<file path="config.mk">
export PLATFORM = sky130hd
export DESIGN_NAME = i2s_audio_receiver
export DESIGN_NICKNAME = d
export VERILOG_FILES = /design/src/rtl/i2s_audio_receiver.sv
export SDC_FILE = /design/constraint.sdc
export NUM_CORES = 1
export LEC_CHECK = 0
export ABC_AREA = 1
export CORE_ASPECT_RATIO = 2
export CORE_UTILIZATION = 60
export DETAILED_ROUTE_END_ITERATION = 6
export PLACE_DENSITY = 0.9
export SLEW_MARGIN = 25
export SYNTH_ARGS = -nofsm -noshare
export SYNTH_HDL_FRONTEND = slang
export SYNTH_SLANG_ARGS = --single-unit
export TNS_END_PERCENT = 50
</file>
<file path="constraint.sdc">
create_clock -name clk -period 2.5 [get_ports clk]
set_clock_uncertainty 0.05 [all_clocks]
set_input_delay 0.5 -clock clk [delete_from_list [all_inputs] [get_ports clk]]
set_output_delay 0.5 -clock clk [all_outputs]
set_load 0.05 [all_outputs]
</file>
<file path="src/rtl/i2s_audio_receiver.sv">
// I2S receiver: oversamples bclk/lrclk/adcdat in the clk domain and queues {left,right} pairs in a FWFT FIFO.
// Latency: a pair is visible on out_valid 3 clk after the bclk edge carrying the last right bit.
// Backpressure: out_valid/out_ready; a pair completing into a full FIFO without a pop is dropped and flags overflow.
module i2s_audio_receiver #(
  parameter int DATA_WIDTH = 24,
  parameter int FIFO_DEPTH = 4
) (
  input  logic                          clk,
  input  logic                          reset_n,
  input  logic                          bclk,
  input  logic                          lrclk,
  input  logic                          adcdat,
  output logic [DATA_WIDTH-1:0]         out_left,
  output logic [DATA_WIDTH-1:0]         out_right,
  output logic                          out_valid,
  input  logic                          out_ready,
  output logic [$clog2(FIFO_DEPTH):0]   fifo_count,
  output logic                          overflow,
  input  logic                          clear_overflow
);

  localparam int CW = $clog2(DATA_WIDTH + 1);
  localparam int PW = $clog2(FIFO_DEPTH);
  localparam int NW = PW + 1;
  localparam logic [CW-1:0] LAST_BIT = CW'(DATA_WIDTH - 1);
  localparam logic [NW-1:0] FULL_CNT = NW'(FIFO_DEPTH);

  typedef enum logic [1:0] {WAIT_FRAME, SHIFT, PAD} state_t;

  typedef struct packed {
    logic [DATA_WIDTH-1:0] left;
    logic [DATA_WIDTH-1:0] right;
  } pair_t;

  // Input synchronizers; bclk_hist gives the rising-edge history.
  logic bclk_s1, bclk_s2, bclk_hist;
  logic lrclk_s1, lrclk_s2;
  logic adcdat_s1, adcdat_s2;

  always_ff @(posedge clk or negedge reset_n) begin
    if (!reset_n) begin
      bclk_s1   <= 1'b0;
      bclk_s2   <= 1'b0;
      bclk_hist <= 1'b0;
      lrclk_s1  <= 1'b0;
      lrclk_s2  <= 1'b0;
      adcdat_s1 <= 1'b0;
      adcdat_s2 <= 1'b0;
    end else begin
      bclk_s1   <= bclk;
      bclk_s2   <= bclk_s1;
      bclk_hist <= bclk_s2;
      lrclk_s1  <= lrclk;
      lrclk_s2  <= lrclk_s1;
      adcdat_s1 <= adcdat;
      adcdat_s2 <= adcdat_s1;
    end
  end

  logic bit_event;
  logic lr_prev;
  logic lr_change;

  assign bit_event = bclk_s2 & ~bclk_hist;
  assign lr_change = lrclk_s2 ^ lr_prev;

  // Deserializer state
  state_t                state, state_nxt;
  logic [CW-1:0]         bit_cnt, bit_cnt_nxt;
  logic                  channel, channel_nxt;
  logic [DATA_WIDTH-1:0] shift_reg, shift_nxt;
  logic [DATA_WIDTH-1:0] left_hold, left_hold_nxt;
  logic                  left_ok, left_ok_nxt;
  logic [DATA_WIDTH-1:0] word;
  logic                  push;
  pair_t                 push_dat;

  always_ff @(posedge clk or negedge reset_n) begin
    if (!reset_n) begin
      state     <= WAIT_FRAME;
      bit_cnt   <= '0;
      channel   <= 1'b0;
      shift_reg <= '0;
      left_hold <= '0;
      left_ok   <= 1'b0;
      lr_prev   <= 1'b0;
    end else begin
      state     <= state_nxt;
      bit_cnt   <= bit_cnt_nxt;
      channel   <= channel_nxt;
      shift_reg <= shift_nxt;
      left_hold <= left_hold_nxt;
      left_ok   <= left_ok_nxt;
      if (bit_event) begin
        lr_prev <= lrclk_s2;
      end
    end
  end

  always_comb begin
    state_nxt     = state;
    bit_cnt_nxt   = bit_cnt;
    channel_nxt   = channel;
    shift_nxt     = shift_reg;
    left_hold_nxt = left_hold;
    left_ok_nxt   = left_ok;
    push          = 1'b0;
    // Word as it stands once the current bit is shifted in.
    word          = (shift_reg << 1) | {{(DATA_WIDTH-1){1'b0}}, adcdat_s2};
    push_dat.left  = left_hold;
    push_dat.right = word;

    if (bit_event) begin
      case (state)
        WAIT_FRAME: begin
          if (lr_change) begin
            state_nxt   = SHIFT;
            bit_cnt_nxt = '0;
            channel_nxt = lrclk_s2;
            shift_nxt   = '0;
          end
        end
        SHIFT: begin
          if (lr_change) begin
            // Slot ended before the word filled: drop it, and a broken left voids pairing.
            bit_cnt_nxt = '0;
            channel_nxt = lrclk_s2;
            shift_nxt   = '0;
            if (!channel) begin
              left_ok_nxt = 1'b0;
            end
          end else begin
            shift_nxt   = word;
            bit_cnt_nxt = bit_cnt + CW'(1);
            if (bit_cnt == LAST_BIT) begin
              state_nxt = PAD;
              if (!channel) begin
                left_hold_nxt = word;
                left_ok_nxt   = 1'b1;
              end else if (left_ok) begin
                push        = 1'b1;
                left_ok_nxt = 1'b0;
              end
            end
          end
        end
        PAD: begin
          if (lr_change) begin
            state_nxt   = SHIFT;
            bit_cnt_nxt = '0;
            channel_nxt = lrclk_s2;
            shift_nxt   = '0;
          end
        end
        default: begin
          state_nxt = WAIT_FRAME;
        end
      endcase
    end
  end

  // First-word-fall-through pair FIFO
  pair_t         mem [FIFO_DEPTH];
  logic [PW-1:0] wr_ptr, rd_ptr;
  logic          pop, full, push_acc, drop;

  assign out_valid = (fifo_count != '0);
  assign pop       = out_valid & out_ready;
  assign full      = (fifo_count == FULL_CNT);
  // A pop in the same cycle frees the slot a full FIFO needs.
  assign push_acc  = push & (~full | pop);
  assign drop      = push & full & ~pop;
  assign out_left  = mem[rd_ptr].left;
  assign out_right = mem[rd_ptr].right;

  always_ff @(posedge clk or negedge reset_n) begin
    if (!reset_n) begin
      for (int i = 0; i < FIFO_DEPTH; i++) begin
        mem[i] <= '0;
      end
      wr_ptr     <= '0;
      rd_ptr     <= '0;
      fifo_count <= '0;
    end else begin
      if (push_acc) begin
        mem[wr_ptr] <= push_dat;
        wr_ptr      <= wr_ptr + PW'(1);
      end
      if (pop) begin
        rd_ptr <= rd_ptr + PW'(1);
      end
      case ({push_acc, pop})
        2'b10:   fifo_count <= fifo_count + NW'(1);
        2'b01:   fifo_count <= fifo_count - NW'(1);
        default: fifo_count <= fifo_count;
      endcase
    end
  end

  // Sticky drop flag; a drop in the clearing cycle keeps it set.
  always_ff @(posedge clk or negedge reset_n) begin
    if (!reset_n) begin
      overflow <= 1'b0;
    end else if (drop) begin
      overflow <= 1'b1;
    end else if (clear_overflow) begin
      overflow <= 1'b0;
    end
  end

endmodule

</file>
==> results of run 1 <==
[layout by cell type, fill, tap and decap left out, drive strengths merged]
cell / n
o21ai: 319
dfrtp: 264
nand2: 256
nor2: 109
buf: 77
o22ai: 72
inv: 70
clkbuf: 37
nand3: 12
clkdlybuf4s50: 9
ha: 5
clkinv: 5
xor2: 4
nor3: 3
a21oi: 2
clkinvlp: 2
bufinv: 2
nand4: 1
o211ai: 1
o21a: 1
fa: 1
dlygate4sd3: 1
dlygate4sd2: 1
[cells by family after synthesis]
group | Yosys count
AOI/OAI and AO/OA | 395
xor gates and xnor gates | 4
adders and majority gates | 6
buffers and inverters | 149
DFF | 264
and+or+nand+nor | 381
[timing repair]
action | CTS | global route
gates resized for setup | 29 | 14
cloned | 0 | 6
buffers inserted | 0 | 1
endpoints found under the hold margin | 56 | 0
hold buffers | 1 | 0
setup endpoints to repair | 34 | 47
pin swaps | 8 | 4
[metal layers]
metal	track usage	wire length [µm]
met1	0.388	10500
met2	0.547	16100
met3	0.0386	2850
met4	0.201	2450
met5	0	0
[final cells by class]
| cell class | instances | area (µm²) |
|---|---|---|
| Fill cell | 1074 | 4680 |
| Sequential cell | 264 | 6610 |
| Clock inverter | 10 | 113 |
| Tap cell | 213 | 267 |
| Clock buffer | 32 | 679 |
| Inverter | 69 | 269 |
| Multi-Input combinational cell | 786 | 3890 |
| Timing Repair Buffer | 93 | 1370 |
[worst register-to-register path, delay by kind of cell (launching register included)]
family          cells  cell delay [ns]
flops               1             0.39
compound gates      1             0.08
simple gates        6             0.88
buf+inv             3             0.55
fa+ha+maj           1             0.19
[how the worst max path moves through the flow]
stage                     depth (start not counted)                    to  slack (ns)
after floorplan                                   5          out_left[14]        0.03
after global placement                            7  mem[147]$_DFFE_PN0P_        0.25
after detailed placement                          7  mem[186]$_DFFE_PN0P_        0.20
after CTS                                         5          out_right[1]       -0.06
after global routing                              4          out_right[2]       -0.28
final                                             5          out_right[9]       -0.05
[metrics by stage]
step,hold slack [ns],total power [mW]
floorplan,0.154,4.47
global placement,0.287,4.59
detailed placement,0.286,4.60
CTS,0.301,8.26
global route,0.306,8.47
finish,0.298,8.27
[power by group]
| group | internal [mW] | switching (mW) |
|---|---|---|
| combinational | 0.0461 | 0.158 |
| clock | 2.12 | 1.63 |
| sequential | 4.30 | 0.0214 |
==> metrics.yaml, run 1 <==
dieArea_um2: 19000
crit_top_cell: "buf_12"
synth_top_family_by_area: "compound AO/OA/AOI/OAI gates"
synth_compound_area_frac: 0.187
design_area_um2: 13200
dp.cells: 1417
coreArea_um2: 17900
finalCritPeriodShare: 1.02
grt_start_max_net_pins: 64
worst_pin_slew_ns: 0.908
fin_setup_tns_ns: -0.165
grt_pass1_vias: 9404
period_minus_slack_ns: 2.55
num_vias: 9563
synthSimpleGateAreaFrac: 0.138
post-place-ws_ns: 0.198
root_buffer: "clkbuf_16"
powerDensity_nw_per_um2: 627
maxCapViolCount: 0
largest_reg_flops: 192
min_to: "lrclk_s2$_DFF_PN0_"
finalWorstSetupSlack_ns: -0.0545
relSlewSlack: 0.393
numCtsBuffers: 23
holdCritPathClass: "reg -> reg"
rsz0062_at_grt: "true"
synth_adder_area_share: 0.00746
postLayoutCoreUtil: 0.738
port_buffers: 59
hold_viol: 0
yosysMostFrequentCell: "dfrtp_1"
grt_pass1_wl_um: 48500
max_stage_delay_ns: 0.51
die_height_um: 194
cts_tree: "yes"
yosys.area.top_type_share: 0.597
path_cells: "inv_6 > buf_12 > o21ai_0 > o22ai_2 > buf_12"
synth_fp_nets: 1212
violations: "design-rule violations, negative setup slack"
drt-initial-drc-count: 1113
io_pins: 60
slowest_stage: "dfrtp_2"
clockBufferDepth: 3
antenna_found_initial: 0
crit_type: "reg -> out"
finalNetCount: 1250
critPathCaptureType: "output pin"
reg2reg_setup_slack_ns: 0.25
stdcell_count: 1467
via_per_inst: 6.52
grtUsageTotal: 0.322
syn_to_final_growth_pct: 19.3
rr_endpoint: "mem[191]$_DFFE_PN0P_"
die_w_um: 98.0
synth_mux_area_frac: 0
worst-r2r-cell-count: 11
critical_path_arrival_ns: 2.00
crit-reg2reg-launch: "bit_cnt[0]$_DFFE_PN0P_"
drive_gt1_frac: 0.132
ant_nets: 0
drt_wl_total_um: 31900
crit_family: "flip-flops"
initial_core_util: 0.619
drc: 4
worstHoldStart: "lrclk_s1$_DFF_PN0_"
htree_levels: 1
clock-sinks: 264
post-dp-hpwl_um: 17200
syn-cell-area_um2: 11100
syn_area_per_cell_um2: 9.23
rows: 69
yosysUniqueCellTypes: 26
path_buf_inv: 3
cp-start-kind: "register"
crit_fanout: 17
synth_top_area_cell: "dfrtp_1"
synth-seq-cells: 264
place_area_um2: 12100
diodes: 0
synthCells: 1199
path_clk_slew_ns: 0.07
status: "finished, violations left"
dr.pass1.iters: 7
seq_area_frac_synth: 0.597
worst_skew_pair.late_latency_ns: 0.53
ys.flop_type: "dfrtp_1"
finalWeightedCongestion: 0.805
synth_common_cells: "dfrtp_1, nand2_1, o21ai_1"
vdd_ir_drop_max_mv: 0.628
gr-total-overflow: 0
post_drt_wl_per_cell_um: 21.7
critPathRequiredTime_ns: 1.95
synthXorXnorAreaFrac: 0.00317
yosys-top-cells-area: "dfrtp_1, nand2_1, o21ai_1"
holdPathStages: 0
p_leak_nw: 5.97
yosysWarnings: 0
setup.worst_path.start: "rd_ptr[0]$_DFFE_PN0P_"
async_reset_ff_frac: 1.00
setup_violations: 7
drv_slew: 0
max_freq_mhz: 391
synth_edf_count: 0
No activity file was read; power rests on OpenSTA's default activity.
==> run 2: changes to the inputs <==
HOLD_SLACK_MARGIN = 0.06   (was not set)
SETUP_SLACK_MARGIN = 0.3   (was not set)
==> metrics.yaml, run 2 (same netlist as run 1, synthesis figures left out) <==
post-dp-hpwl_um: 16900
multi_input_area_um2: 4740
fillers: 812
max_freq_mhz: 380
finalNetCount: 1264
power_mw: 8.22
drv_slew: 0
crit_type: "reg -> out"
holdPathStages: 0
powerDensity_nw_per_um2: 569
post-place-ws_ns: 0.141
drt-initial-drc-count: 1433
worst_skew_pair.late_latency_ns: 0.54
grt_start_max_net_pins: 77
worst_pin_slew_ns: 0.909
syn_to_final_growth_pct: 30.7
htree_levels: 1
grtUsageTotal: 0.384
finalWorstSetupSlack_ns: -0.129
dr.pass1.iters: 7
design_area_um2: 14500
clock-sinks: 264
ant_nets: 0
initial_core_util: 0.619
violations: "design-rule violations, negative setup slack"
cts_tree: "yes"
finalCritPeriodShare: 1.05
port_buffers: 59
io_pins: 60
place_area_um2: 12200
period_minus_slack_ns: 2.63
path_clk_slew_ns: 0.08
status: "finished, violations left"
drt_wl_total_um: 41500
setup_violations: 24
relSlewSlack: 0.393
met2_length_um: 19000
grt_pass1_vias: 10487
numCtsBuffers: 22
clockBufferDepth: 3
coreArea_um2: 17900
critPathRequiredTime_ns: 1.95
worst-r2r-cell-count: 11
antenna_found_initial: 2
top_layer: "met4"
critPathCaptureType: "output pin"
p_leak_nw: 6.31
maxCapViolCount: 0
via_per_inst: 7.19
die_w_um: 98.0
root_buffer: "clkbuf_16"
dieArea_um2: 19000
crit_fanout: 19
wl_met1_um: 12500
finalWeightedCongestion: 0.783
gr-total-overflow: 0
drc: 8
whs_ns: 0.291
drive_gt1_frac: 0.247
mostFrequentLayoutCells: "dfrtp_1, nand2_1, o21ai_1"
post_drt_wl_per_cell_um: 28.1
largest_reg_flops: 192
vdd_ir_drop_max_mv: 0.675
holdCritPathClass: "reg -> reg"
final_common_cell: "dfrtp_1"
grt_pass1_wl_um: 56200
met3_wirelength_um: 5590
die_height_um: 194
rows: 69
critical_path_arrival_ns: 2.08
rsz0062_at_grt: "true"
num_vias: 10634
regArea_um2: 6610
cp-start-kind: "register"
hold_viol: 0
fin_setup_tns_ns: -0.927
## run 2: metal layers
layer | global-route usage | up-vias
met5 | 0 | -
met4 | 0.323 | 0
met3 | 0.0829 | 418
met2 | 0.609 | 1087
met1 | 0.441 | 5015
li1 | - | 4114
## run 2: worst paths after layout
| check | start | end | slack, ns |
|---|---|---|---|
| min in group asynchronous | reset_n | bclk_s2$_DFF_PN0_ | 0.47 |
| min reg2reg | adcdat_s1$_DFF_PN0_ | adcdat_s2$_DFF_PN0_ | 0.29 |
| max in group asynchronous | reset_n | mem[77]$_DFFE_PN0P_ | 1.09 |
| min | adcdat_s1$_DFF_PN0_ | adcdat_s2$_DFF_PN0_ | 0.29 |
| max | rd_ptr[0]$_DFFE_PN0P_ | out_right[14] | -0.13 |
| max reg2reg | bit_cnt[0]$_DFFE_PN0P_ | mem[2]$_DFFE_PN0P_ | 0.22 |
## run 2: cell type report
cell class / count / share of cell area
diodes: 1 / 0.000173
flip-flops and latches: 264 / 0.457
repair buffers: 107 / 0.126
clock buffers: 29 / 0.0441
clock inverters: 8 / 0.00649
inverters: 69 / 0.0196
multi-input cells: 786 / 0.328
well taps: 213 / 0.0184
repair inverters: 1 / 0.000433
## run 2: report_power, final
part / total (mW) / internal, mW / leakage, nW / switching [mW]
clock network: 3.69 / 2.01 / 0.367 / 1.69
logic: 0.211 / 0.0457 / 2.30 / 0.166
registers: 4.32 / 4.30 / 3.65 / 0.0220
## run 2: worst max-delay path, stage by stage (launching register included)
cell and delay (ns):
dfrtp_4 0.55, clkinv_8 0.17, buf_16 0.21, o21ai_2 0.22, o22ai_2 0.17, buf_12 0.18
## run 2: metrics by stage
step / cells / util
2_1_floorplan: 1199 / -
3_3_place_gp: 1418 / 0.685
3_5_place_dp: 1418 / 0.685
4_1_cts: 1467 / 0.765
5_1_grt: 1477 / 0.809
6_report: 1478 / 0.809
## run 2: what timing repair did
item,in CTS,in global routing
hold buffers,1,0
endpoints found under the setup margin,53,52
endpoints found under the hold margin,71,0
gates cloned,7,8
setup buffers,4,2
resized for setup,160,159
pin swaps,28,44
==> RTL edit, RTL diff (config.mk and constraints of run 1) <==
Compare `bit_cnt` against `LAST_BIT` with >= in place of ==.
--- a/src/rtl/i2s_audio_receiver.sv
+++ b/src/rtl/i2s_audio_receiver.sv
@@ -133,5 +133,5 @@
             shift_nxt   = word;
             bit_cnt_nxt = bit_cnt + CW'(1);
-            if (bit_cnt == LAST_BIT) begin
+            if (bit_cnt >= LAST_BIT) begin
               state_nxt = PAD;
               if (!channel) begin
Formal check against the unedited RTL: no difference found for any inputs over 10 cycles, from zero or initial values and one cycle with reset_n low; that may be too few to reach the edited logic, so the function may still have changed.
==> RTL edit against run 1 <==
The run ends with negative setup slack left; via count grew 1.2%; largest cell class unchanged; global-route usage down 0.24 points; synthesized area fell by 0.21%; worst setup slack got worse by 0.020 ns; sequential cell count is the same; synthesized cell count about the same; hold slack better by 0.011 ns; fmax shrank 0.79%; wire length grew 0.73%; final cell count decreased by 0.48%; design area grew 0.83%.
Power is not compared: it rests on default switching activity, and its combinational part moved more than twofold at a synthesized area within 25%.
==> RTL edit: results (changes against run 1) <==
- Register area share after synthesis: 0.598 (was 0.597)
- Total global-route track usage: 0.320 (was 0.322)
- Slew headroom: 0.386 (was 0.393)
- Worst r2r path cells: 14 (was 11)
- Final nets: 1245 (was 1250)
- Signal buf overhead: 0.112 (was 0.104)
- Synth-to-Final Area Change: 20.5% (was 19.3%)
- Final Worst Setup Slack: -0.0748 ns (was -0.0545 ns)
- Multi-input combinational area share: 0.295 (about the same)
- Crit-path max cell delay: 0.46 ns (was 0.51 ns)
- DP Wirelength: 17300 µm (was 17200 µm)
- Multi-input gate count: 780 (was 786)
- Wl on met1: 10500 µm (about the same)
- Via count: 9679 (was 9563)
- Uppermost routed layer: met4 (unchanged)
- CLK BUF: 31 (was 32)
- Distinct cells, synth: 29 (was 26)
- Vias in the first global route: 9489 (was 9404)
- Crit path max fanout: 18 (was 17)
- Worst slack at placement: 0.288 ns (was 0.198 ns)
- Hold worst-path end: bclk_s2 (was lrclk_s2)
- Xor/xnor share of the synthesized area: 0.00317 (about the same)
- Placed inst area: 12300 µm² (was 12100 µm²)
- Violated checks: negative setup slack (was design-rule violations, negative setup slack)
- # fillers: 1030 (was 1074)
- Metal2 WL: 16300 µm (was 16100 µm)
- First-pass GRT wire length: 47800 µm (was 48500 µm)
- Layout cell share with drive strength beyond 1: 0.139 (was 0.132)
- Critical Path End: out_right[17] (was out_right[9])
- Met2 GRT Util: 0.550 (was 0.547)
- Register share of the cell area: 0.497 (was 0.501)
- Number of non-clock buffers: 88 (was 93)
- Hold_sp: bclk_s1 (was lrclk_s1)
- Non-clk invs: 76 (was 69)
- Clock-cell share of area: 0.0541 (was 0.0600)
- Post-synthesis mux area share: 0 (unchanged)
- Iteration-0 DRC Markers: 1031 (was 1113)
- Resized cells post-CTS: 21 (was 29)
- Synth Area in Compound Gates: 0.191 (was 0.187)
- Drt pass-1 iters: 6 (was 7)
- Status: finished with violations (unchanged)
- Setup-failing EPs final: 8 (was 7)
- Routed wire length: 32100 µm (was 31900 µm)
- WL met3: 2840 µm (was 2850 µm)
- Total CTS buffers: 22 (was 23)
- Largest cells by area after synthesis: dfrtp_1 (60%), nand2_1 (8.3%), o21ai_1 (7.5%) (was dfrtp_1 (60%), nand2_1 (8.6%), o21ai_1 (8.3%))
- Met1 Use GR: 0.366 (was 0.388)
- Routability cong.: 0.845 (was 0.805)
- GR Util met3: 0.0411 (was 0.0386)
- R2r endpoint: fifo_count[2] (was mem[191])
- Adder-cell share of the synthesized area: 0.00748 (was 0.00746)
- Largest net degree at the start of global routing: 75 (was 64)
- Flop2flop setup slack: 0.33 ns (was 0.25 ns)
RTL edit: power by group:
part / leakage [µW] / internal [µW] / switching, µW / total [µW]
Sequential: 0.00364 / 4350 / 100 / 4450
Clock: 0.000357 / 1960 / 1590 / 3550
Combinational: 0.00184 / 3040 / 4680 / 7720
Total: 0.00584 / 9350 / 6370 / 15700
RTL edit: worst max-delay path: cells and delay by family (launching register included):
kind	cells	cell delay, ns
flip-flops	1	0.46
buffers and inverters	3	0.61
AO/OA/AOI/OAI	2	0.42
RTL edit: through the flow:
stage / total power [µW] / instances / hold slack, ns / util / setup TNS [ns]
2_1_floorplan: 8370 / 1200 / 0.154 / - / -0.495
5_1_grt: 16100 / 1460 / 0.320 / 0.745 / -0.467
6_report: 15700 / 1460 / 0.308 / 0.745 / -0.185
3_5_place_dp: 11600 / 1417 / 0.297 / 0.689 / 0
3_3_place_gp: 11500 / 1417 / 0.285 / 0.689 / 0
4_1_cts: 15200 / 1457 / 0.312 / 0.737 / -0.00747
